`src/rtl/fp_stream_accumulator.sv`:
```
// fp_stream_accumulator: folds a float beat stream into one sum through an external comb_fp_summator.
// Define FP_ACC_NAN_ABORT_EN to freeze the sum once NaN/Inf is seen; the rest of the packet then drains without adds.
module fp_stream_accumulator #(
    parameter int MAX_LEN = 256,
    localparam int CNT_W = $clog2(MAX_LEN + 1)
) (
    input  logic             clk_i,
    input  logic             rst_ni,
    input  logic [31:0]      s_data_i,
    input  logic             s_valid_i,
    input  logic             s_last_i,
    output logic             s_ready_o,
    output logic [31:0]      sum_a_o,
    output logic [31:0]      sum_b_o,
    output logic             sum_vld_o,
    input  logic [31:0]      sum_res_i,
    input  logic             sum_status_i,
    output logic [31:0]      m_data_o,
    output logic             m_status_o,
    output logic [CNT_W-1:0] m_count_o,
    output logic             m_valid_o,
    input  logic             m_ready_i
);
    typedef enum logic [1:0] {IDLE, ACCUM, ADD, DONE} state_t;
    state_t           state_q, state_d;
    logic [31:0]      acc_q, acc_d, sum_a_q, sum_a_d, sum_b_q, sum_b_d;
    logic [CNT_W-1:0] cnt_q, cnt_d;
    logic             status_q, status_d, ovf_q, ovf_d, last_q, last_d;
    logic             hs, beat_zero, beat_inf, acc_zero, cnt_max, frozen;
`ifdef FP_ACC_NAN_ABORT_EN
    assign frozen = status_q;
`else
    assign frozen = 1'b0;
`endif
    assign s_ready_o  = state_q == IDLE || state_q == ACCUM;
    assign hs         = s_valid_i && s_ready_o;
    assign beat_zero  = s_data_i[30:0] == 31'd0;
    assign beat_inf   = &s_data_i[30:23];
    assign acc_zero   = acc_q[30:0] == 31'd0;
    assign cnt_max    = cnt_q == CNT_W'(MAX_LEN);
    assign sum_vld_o  = state_q == ADD;
    assign sum_a_o    = sum_a_q;
    assign sum_b_o    = sum_b_q;
    assign m_valid_o  = state_q == DONE;
    assign m_data_o   = acc_q;
    assign m_count_o  = cnt_q;
    assign m_status_o = status_q | ovf_q;
    always_comb begin
        state_d  = state_q;
        acc_d    = acc_q;
        cnt_d    = cnt_q;
        status_d = status_q;
        ovf_d    = ovf_q;
        last_d   = last_q;
        sum_a_d  = sum_a_q;
        sum_b_d  = sum_b_q;
        case (state_q)
            IDLE: if (hs) begin
                acc_d    = s_data_i;
                cnt_d    = CNT_W'(1);
                status_d = beat_inf;
                ovf_d    = 1'b0;
                state_d  = s_last_i ? DONE : ACCUM;
            end
            ACCUM: if (hs) begin
                cnt_d   = cnt_max ? cnt_q : cnt_q + CNT_W'(1);
                ovf_d   = ovf_q | cnt_max;
                last_d  = s_last_i;
                state_d = s_last_i ? DONE : ACCUM;
                // Zero beats and beats landing on a zero accumulator never need the summator
                if (!beat_zero && !frozen) begin
                    if (acc_zero) begin
                        acc_d    = s_data_i;
                        status_d = status_q | beat_inf;
                    end else begin
                        state_d = ADD;
                        sum_a_d = acc_q;
                        sum_b_d = s_data_i;
                    end
                end
            end
            ADD: begin
                acc_d    = sum_res_i;
                status_d = status_q | sum_status_i;
                state_d  = last_q ? DONE : ACCUM;
            end
            DONE: if (m_ready_i) state_d = IDLE;
            default: state_d = IDLE;
        endcase
    end
    always_ff @(posedge clk_i or negedge rst_ni) begin
        if (!rst_ni) begin
            state_q  <= IDLE;
            acc_q    <= '0;
            cnt_q    <= '0;
            status_q <= 1'b0;
            ovf_q    <= 1'b0;
            last_q   <= 1'b0;
            sum_a_q  <= '0;
            sum_b_q  <= '0;
        end else begin
            state_q  <= state_d;
            acc_q    <= acc_d;
            cnt_q    <= cnt_d;
            status_q <= status_d;
            ovf_q    <= ovf_d;
            last_q   <= last_d;
            sum_a_q  <= sum_a_d;
            sum_b_q  <= sum_b_d;
        end
    end
endmodule
```
`config.mk`:
```
export PLATFORM = sky130hd
export DESIGN_NAME = fp_stream_accumulator
export DESIGN_NICKNAME = d
export VERILOG_FILES = /design/src/rtl/fp_stream_accumulator.sv
export SDC_FILE = /design/constraint.sdc
export NUM_CORES = 1
export LEC_CHECK = 0
export ABC_AREA = 1
export ABC_CLOCK_PERIOD_IN_PS = 4200
export CAP_MARGIN = 10
export CORE_ASPECT_RATIO = 0.5
export CORE_UTILIZATION = 55
export CTS_CLUSTER_DIAMETER = 200
export DETAILED_ROUTE_END_ITERATION = 7
export DONT_BUFFER_PORTS = 1
export PLACE_DENSITY = 0.74
export SETUP_SLACK_MARGIN = 0.4
export SLEW_MARGIN = 10
export SYNTH_ARGS = -nofsm -noshare
export SYNTH_HDL_FRONTEND = slang
export SYNTH_SLANG_ARGS = --single-unit
```
`constraint.sdc`:
```
create_clock -name clk_i -period 4.2 [get_ports clk_i]
set_clock_uncertainty 0.2 [all_clocks]
set_input_delay 1.26 -clock clk_i [delete_from_list [all_inputs] [get_ports clk_i]]
set_output_delay 1.26 -clock clk_i [all_outputs]
set_load 0.05 [all_outputs]
```
# Yosys cells after proc, flatten, opt, wreduce, memory -nomap -nowiden
# Cells that the tools add are included.
# W data, S select, Z words.
# totals
regBits	110
input_bits	70
out_inout_bits	109
word_cells	64
# classes
add_sub_neg	1
eq_ne	10
mux	25
n_bitwise	6
n_reduce_logical	14
# op_table
op	n
$mux W32	4
$pmux W32 S3	1
$logic_not A31 Y1	2
$mux W9	3
$pmux W9 S2	1
$mux W2	7
$ne A2 B2 Y1 const B	5
$add A9 B1 Y9 const B	1
$eq A9 B9 Y1 const B	1
$pmux W2 S4	1
$reduce_and A4 Y1	2
$reduce_and A8 Y1	1
$mux W1	6
$reduce_and A3 Y1	2
$reduce_and A5 Y1	1
$eq A2 B2 Y1 const B	2
$or A1 B1 Y1	4
$pmux W1 S3	1
$reduce_bool A3 Y1	1
$eq A2 B1 Y1 const B	1
$logic_not A2 Y1	1
$ne A2 B1 Y1 const B	1
$not A1 Y1	2
$pmux W1 S2	1
4 further kinds	4

# Logic depth before layout (Yosys ltp)
# Gate-level depths: netlist of the first run.
# logic_depth
word_depth	6
depth_mapped	12
mapped_depth_nobuf	12

# Worst setup path before layout of the first run
# No wires, ideal clock.
# synth_timing
path_kind	reg2out
startpoint	reg state_q[1]
endpoint	out s_ready_o
arrival_ns	1.138
required_time_ns	2.740
slack_ns	1.602
stages_incl_launch_ff	5
n_path_buf	0
path_cell_list	dfrtp_1 > inv_1 > ha_1 > nor2_1 > inv_1
# synth_via
elab_chain_cells	2
elab_cells_between_ends	3
cone_classes	1 x eq/ne; 2 x reduce/logical
# synth_lines
element	line	rtl
start: declaration	25	state_t state_q, state_d;
start signal: assignment	102	state_q <= state_d;
$eq A2 B1 Y1 or $logic_not A2 Y1 (tied branches)	35	assign s_ready_o = state_q == IDLE || state_q == ACCUM;
$logic_or A1 B1 Y1 *	35	
end: declaration	12	output logic s_ready_o,
# Every way passes the cells marked *; elsewhere a longest branch is shown, timed or not.

# Worst setup path in the final report of the first run
# Ends and elaborated chain as after synthesis.

==> impl_metrics.sql, run 1 <==
INSERT INTO impl_metrics (metric_group, metric, value, unit) VALUES
('routing', 'length_of_the_first_detailed_routing_pass_in_iterations', '4', ''),
('cells_and_area', 'diodes', '0', ''),
('placement', 'place_congestion', '0.7945', ''),
('synth', 'postSynthRegisterBits', '110', ''),
('synth', 'synth_area_per_cell', '8.243', 'um2'),
('clock_network', 'clkSlewWorstSetupHoldPaths', '0.07', 'ns'),
('run_status', 'outcome', 'finished, final reports clean', ''),
('synth', 'seq_area_frac_synth', '52.92', '%'),
('critical_path', 'cp.depth', '4', ''),
('die', 'rows', '24', ''),
('cells_and_area', 'fin_nets', '693', ''),
('synth', 'yosys.area_share.simple', '18.91', '%'),
('sta', 'fin_worst_hold_slack', '0.2902', 'ns'),
('critical_path', 'cp-start-kind', 'flip-flop', ''),
('routing', 'drc_errors', '0', ''),
('routing', 'via_count', '3866', ''),
('routing', 'vias_per_cell', '5.231', ''),
('critical_path', 'cp_cell_sequence', 'inv_1 > ha_1 > nor2_1 > inv_1', ''),
('synth', 'synth_nets', '707', ''),
('clock_network', 'htreeDepth', '3', ''),
('synth', 'portion_of_netlist_area_occupied_by_mux_cells', '0', '%'),
('die', 'die-height', '70.77', 'um'),
('sta', 'timing_hold_violations_final', '0', ''),
('cells_and_area', 'stdcell_area', '5527', 'um2'),
('grt', 'grt_antenna_before_repair', '0', ''),
('sta', 'slew_viol_final', '0', ''),
('synth', 'post_synth_xor_xnor_area', '0.6736', '%'),
('synth', 'post_synth_inst_count', '631', ''),
('job', 'number_of_max_cap_violations', '0', ''),
('critical_path', 'crit_path_max_incr_delay', '0.42', 'ns'),
('placement', 'port_buffers', '0', ''),
('sta', 'maxClockFrequency', '318.3', 'MHz'),
('clock_network', 'cts_inserted_buffers', '9', ''),
('critical_path', 'worst_path_max_delay_cell', 'sky130_fd_sc_hd__dfrtp_1', ''),
('synth', 'synth_top_family_by_area', 'simple AND/OR/NAND/NOR gates', ''),
('placement', 'placed_area', '5221', 'um2'),
('cells_and_area', 'fillerInstances', '811', ''),
('clock_network', 'clock_latency_late_sink', '0.35', 'ns'),
('synth', 'synth_compound_gate_area_share', '16.24', '%'),
('critical_path', 'critical_path.most_common_cell', 'sky130_fd_sc_hd__inv_1', ''),
('die', 'overall_die_area', '9873', 'um2'),
('die', 'floorplan.die.width', '139.5', 'um'),
('synth', 'post_synth_instance_area', '5201', 'um2'),
('clock_network', 'clock_tree_from_tritoncts', 'yes', ''),
('routing', 'drt_iter0_drc', '174', ''),
('grt', 'global_route.overflow_total', '0', ''),
('synth', 'yosys_warnings', '0', ''),
('grt', 'first_pass_grt_wire_length', '19000', 'um'),
('routing', 'antenna_violating_nets_post_route', '0', ''),
('cells_and_area', 'share_of_final_layout_standard_cells_stronger_than_drive_strength_1', '14.31', '%'),
('sta', 'setup_total_negative_slack', '0', 'ns'),
('grt', 'grt_util_all_layers', '24.89', '%'),
('sta', 'timing.max_slew.rel_slack', '45.24', '%'),
('critical_path', 'timing.critical_path.buf_inv', '2', ''),
('critical_path', 'arrival', '1.68', 'ns'),
('grt', 'grt_start_max_net_pins', '111', ''),
('sta', 'layout_worst_path_cycle_share', '74.79', '%'),
('synth', 'synth_fa_ha_area_share', '1.443', '%'),
('die', 'initial_utilization', '58.12', '%'),
('critical_path', 'timing.critical_path.to_type', 'output port', ''),
('die', 'io_pins', '179', ''),
('synth', 'synth.distinct_cells', '21', ''),
('cells_and_area', 'regArea', '2753', 'um2'),
('sta', 'grt_setup_unrepaired', 'false', ''),
('critical_path', 'worst-setup-path-type', 'reg2out', ''),
('cells_and_area', 'total_area_of_multi_input_combinational_cells', '1961', 'um2'),
('sta', 'final.min_clock_period', '3.141', 'ns'),
('critical_path', 'r2r_setup_slack', '1.59', 'ns'),
('clock_network', 'holdBufCountCts', '0', ''),
('placement', 'place_hpwl', '8271', 'um'),
('cells_and_area', 'area_growth_syn_to_layout', '6.255', '%');
cells in the mapped netlist (all sizes together):
library cell | number | area (um2)
inv | 85 | 319.1
buf | 25 | 176.4
nor2 | 67 | 251.5
dfrtp | 110 | 2753
o21ai | 107 | 535.5
ha | 6 | 75.07
nand3 | 10 | 55.05
nand4 | 7 | 43.79
a21oi | 38 | 302.8
xor2 | 4 | 35.03
clkbuf | 4 | 15.01
nand2 | 162 | 608.1
o22ai | 1 | 6.260
nor3 | 5 | 25.02
per-layer routing:
layer	vias up	wire length (um)	GRT usage [%]
met1	1771	5181	32.24
met2	115	5169	39.14
met5	-	0	0
li1	1965	-	-
met4	0	154	8.272
met3	15	984	9.208
worst min-delay path: stages (launching register included):
cell and delay, ns:
sky130_fd_sc_hd__dfrtp_1 0.35, sky130_fd_sc_hd__nand2_1 0.05, sky130_fd_sc_hd__o21ai_0 0.06
flip-flops by register name, indices dropped and copies added, names as in the netlist:
signal     flops
sum_b_o       32
m_data_o      32
sum_a_o       32
state_q        2
last_q         1
m_count_o      9
ovf_q          1
status_q       1
cell type report:
cell class | count | share of cell area [%]
clock buffers | 9 | 4.075
clock inverters | 7 | 1.449
inverters | 85 | 5.773
multi-input cells | 407 | 35.48
flip-flops and latches | 110 | 49.81
well taps | 117 | 2.649
repair buffers | 4 | 0.7698
path summary, 6_finish.rpt:
check	startpoint	endpoint
hold reg to reg	last_q$_DFFE_PN0P_	last_q$_DFFE_PN0P_
min in group asynchronous	rst_ni	sum_b_o[31]$_DFFE_PN0P_
max in group asynchronous	rst_ni	sum_a_o[4]$_DFFE_PN0P_
setup / recovery	state_q[1]$_DFFE_PN0P_	s_ready_o
setup reg to reg	m_data_o[0]$_DFFE_PN0P_	m_data_o[26]$_DFFE_PN0P_
hold / removal	last_q$_DFFE_PN0P_	last_q$_DFFE_PN0P_
cell families (layout without fill, tap and decap cells):
kind of cell | after synthesis | in the layout
AOI/OAI and AO/OA | 146 | 146
xor gates and xnor gates | 4 | 4
and+or+nand+nor | 251 | 251
DFF | 110 | 110
buffers and inverters | 114 | 105
adders and majority gates | 6 | 6
stage by stage:
step	worst slack, ns	instances	util [%]
after floorplan	1.602	631	-
after global placement	1.024	723	58.35
after detailed placement	0.9801	723	58.35
after CTS	1.052	739	61.76
after global routing	0.9767	739	61.76
final	1.059	739	61.76
Power of run 1 is left out: the tool's default activity adds up to more than one toggle a clock period on the data nets, which glitch-free logic cannot reach.
==> inputs of run 2 (changes only) <==
--- a/config.mk
+++ b/config.mk
@@ -6,7 +6,7 @@
 export NUM_CORES = 1
 export LEC_CHECK = 0
 export ABC_AREA = 1
-export ABC_CLOCK_PERIOD_IN_PS = 4200
+export ABC_CLOCK_PERIOD_IN_PS = 3100
 export CAP_MARGIN = 10
 export CORE_ASPECT_RATIO = 0.5
 export CORE_UTILIZATION = 55
==> constraint.sdc (replaced) <==
create_clock -name clk_i -period 3.1 [get_ports clk_i]
set_clock_uncertainty 0.2 [all_clocks]
set_input_delay 0.93 -clock clk_i [delete_from_list [all_inputs] [get_ports clk_i]]
set_output_delay 0.93 -clock clk_i [all_outputs]
set_load 0.05 [all_outputs]
==> run 2 against run 1 <==
Via count increased by 3.4%. Die area unchanged. Clock-buffer cell count increased by 1. Global-route usage increased by 0.069 points. Worst setup slack got worse by 0.59 ns. Routed wire length increased by 1.3%. Critical path depth unchanged. Final area increased by 3.2%. Worst hold slack got worse by 0.22 ns. Cell count increased by 3.2%. Non-clock buffer count increased by 24. Sequential cell count unchanged. Highest routed layer unchanged.
==> impl_metrics.sql, run 2 (synthesis gave the netlist of run 1 again) <==
INSERT INTO impl_metrics (metric_group, metric, value, unit) VALUES
('run_status', 'outcome', 'finished, final reports clean', ''),
('grt', 'grt_util_all_layers', '24.96', '%'),
('die', 'io_pins', '179', ''),
('placement', 'place_hpwl', '8389', 'um'),
('critical_path', 'crit_path_max_incr_delay', '0.43', 'ns'),
('clock_network', 'htreeDepth', '3', ''),
('routing', 'route.detailed.wl_per_inst', '15.25', 'um'),
('cells_and_area', 'area_growth_syn_to_layout', '9.670', '%'),
('critical_path', 'timing.critical_path.to_type', 'output port', ''),
('cells_and_area', 'final_cell_mix', 'sky130_fd_sc_hd__nand2_1, sky130_fd_sc_hd__dfrtp_1, sky130_fd_sc_hd__nor2_1', ''),
('clock_network', 'clkSinkCount', '110', ''),
('clock_network', 'clock_latency_late_sink', '0.34', 'ns'),
('critical_path', 'arrival', '1.50', 'ns'),
('grt', 'number_of_global_route_vias_before_repair', '3807', ''),
('critical_path', 'critical_path_peak_fanout', '7', ''),
('sta', 'timing_hold_violations_final', '0', ''),
('critical_path', 'timing.critical_path.buf_inv', '2', ''),
('die', 'rows', '24', ''),
('critical_path', 'worst_path_max_delay_cell', 'sky130_fd_sc_hd__dfrtp_1', ''),
('routing', 'drt_iter0_drc', '250', ''),
('routing', 'via_count', '3996', ''),
('routing', 'vias_per_cell', '5.237', ''),
('placement', 'port_buffers', '0', ''),
('critical_path', 'critPathTopFamily', 'flip-flops', ''),
('sta', 'setup_total_negative_slack', '0', 'ns'),
('critical_path', 'cp.depth', '4', ''),
('grt', 'grt_antenna_before_repair', '0', ''),
('min_path', 'worstHoldPathType', 'in2async', ''),
('cells_and_area', 'share_of_final_layout_standard_cells_stronger_than_drive_strength_1', '17.65', '%'),
('sta', 'grt_setup_unrepaired', 'false', ''),
('routing', 'wl', '11640', 'um'),
('job', 'number_of_max_cap_violations', '0', ''),
('clock_network', 'clkSlewWorstSetupHoldPaths', '0.07', 'ns'),
('die', 'core-area', '8949', 'um2'),
('clock_network', 'cts_inserted_buffers', '9', ''),
('critical_path', 'critical_path_required', '1.97', 'ns'),
('grt', 'grt_start_max_net_pins', '111', ''),
('die', 'die-height', '70.77', 'um'),
('cells_and_area', 'fin_nets', '717', ''),
('sta', 'worstMarginPinSlew', '0.6171', 'ns'),
('sta', 'maxClockFrequency', '380.2', 'MHz'),
('sta', 'final.min_clock_period', '2.630', 'ns'),
('routing', 'antenna_violating_nets_post_route', '0', ''),
('sta', 'setup_viol', '0', ''),
('die', 'floorplan.die.width', '139.5', 'um'),
('clock_network', 'cts_root_buffer', 'sky130_fd_sc_hd__clkbuf_16', ''),
('clock_network', 'post-cts-setup-buffer-count', '0', ''),
('routing', 'length_of_the_first_detailed_routing_pass_in_iterations', '4', ''),
('cells_and_area', 'fillerInstances', '811', ''),
('grt', 'global_route.overflow_total', '0', ''),
('critical_path', 'cp_cell_sequence', 'inv_1 > ha_2 > nor2_1 > inv_2', ''),
('critical_path', 'cp-start-kind', 'flip-flop', ''),
('cells_and_area', 'post_layout_utilization_of_the_core', '63.74', '%'),
('critical_path', 'worst-setup-path-type', 'reg2out', ''),
('clock_network', 'holdBufCountCts', '0', ''),
('grt', 'first_pass_grt_wire_length', '19240', 'um'),
('sta', 'slew_viol_final', '0', ''),
('sta', 'layout_worst_path_cycle_share', '84.85', '%'),
('clock_network', 'clock_tree_from_tritoncts', 'yes', ''),
('sta', 'timing.max_slew.rel_slack', '58.86', '%'),
('routing', 'drc_errors', '0', ''),
('cells_and_area', 'diodes', '0', ''),
('placement', 'place_congestion', '0.8003', ''),
('clock_network', 'cts_buffer_depth', '2', ''),
('critical_path', 'r2r_cells', '11', ''),
('die', 'overall_die_area', '9873', 'um2'),
('cells_and_area', 'mostFrequentLayoutCell', 'sky130_fd_sc_hd__nand2_1', ''),
('die', 'initial_utilization', '58.12', '%');
## run 2: cell type report
class | count | area [um2] | area share (%)
clock inverters | 6 | 46.29 | 0.8116
multi-input cells | 407 | 1963 | 34.42
clock buffers | 10 | 229.0 | 4.014
inverters | 85 | 319.1 | 5.593
well taps | 117 | 146.4 | 2.566
flip-flops and latches | 110 | 2753 | 48.26
repair buffers | 28 | 247.7 | 4.343
## run 2: timing repair
item	4_1_cts	5_1_grt
gates resized for setup	2	0
hold endpoints to repair	0	0
setup endpoints to repair	1	0
## run 2: path summary, 6_finish.rpt
kind / slack, ns / from / end
worst max-delay path: 0.47 / state_q[1]$_DFFE_PN0P_ / s_ready_o
worst min-delay path: 0.07 / rst_ni / sum_a_o[22]$_DFFE_PN0P_
worst max register to register: 0.79 / m_count_o[0]$_DFFE_PN0P_ / m_count_o[2]$_DFFE_PN0P_
worst min register to register: 0.29 / last_q$_DFFE_PN0P_ / last_q$_DFFE_PN0P_
max in group asynchronous: 2.46 / rst_ni / sum_b_o[9]$_DFFE_PN0P_
min in group clk_i: 0.29 / last_q$_DFFE_PN0P_ / last_q$_DFFE_PN0P_
## run 2: metrics by stage
stage	instances	instance area, um2	worst slack [ns]	hold slack, ns
floorplan	631	5201	0.8320	0.2534
global placement	747	5426	0.6012	0.2669
detailed placement	747	5426	0.5194	0.2737
CTS	763	5704	0.4718	0.06259
global route	763	5704	0.4009	0.05293
finish	763	5704	0.4696	0.07493
## run 2: routing by layer
metal  vias to the layer above  track usage (%)  part of all wire (%)
met5                         -                0                     0
met4                         0            6.296                   1.2
met3                        14            8.463                   7.7
met2                       120            40.65                    45
met1                      1848            32.41                    46
li1                       2014                -                     -
Power of run 2 is left out for the same reason.
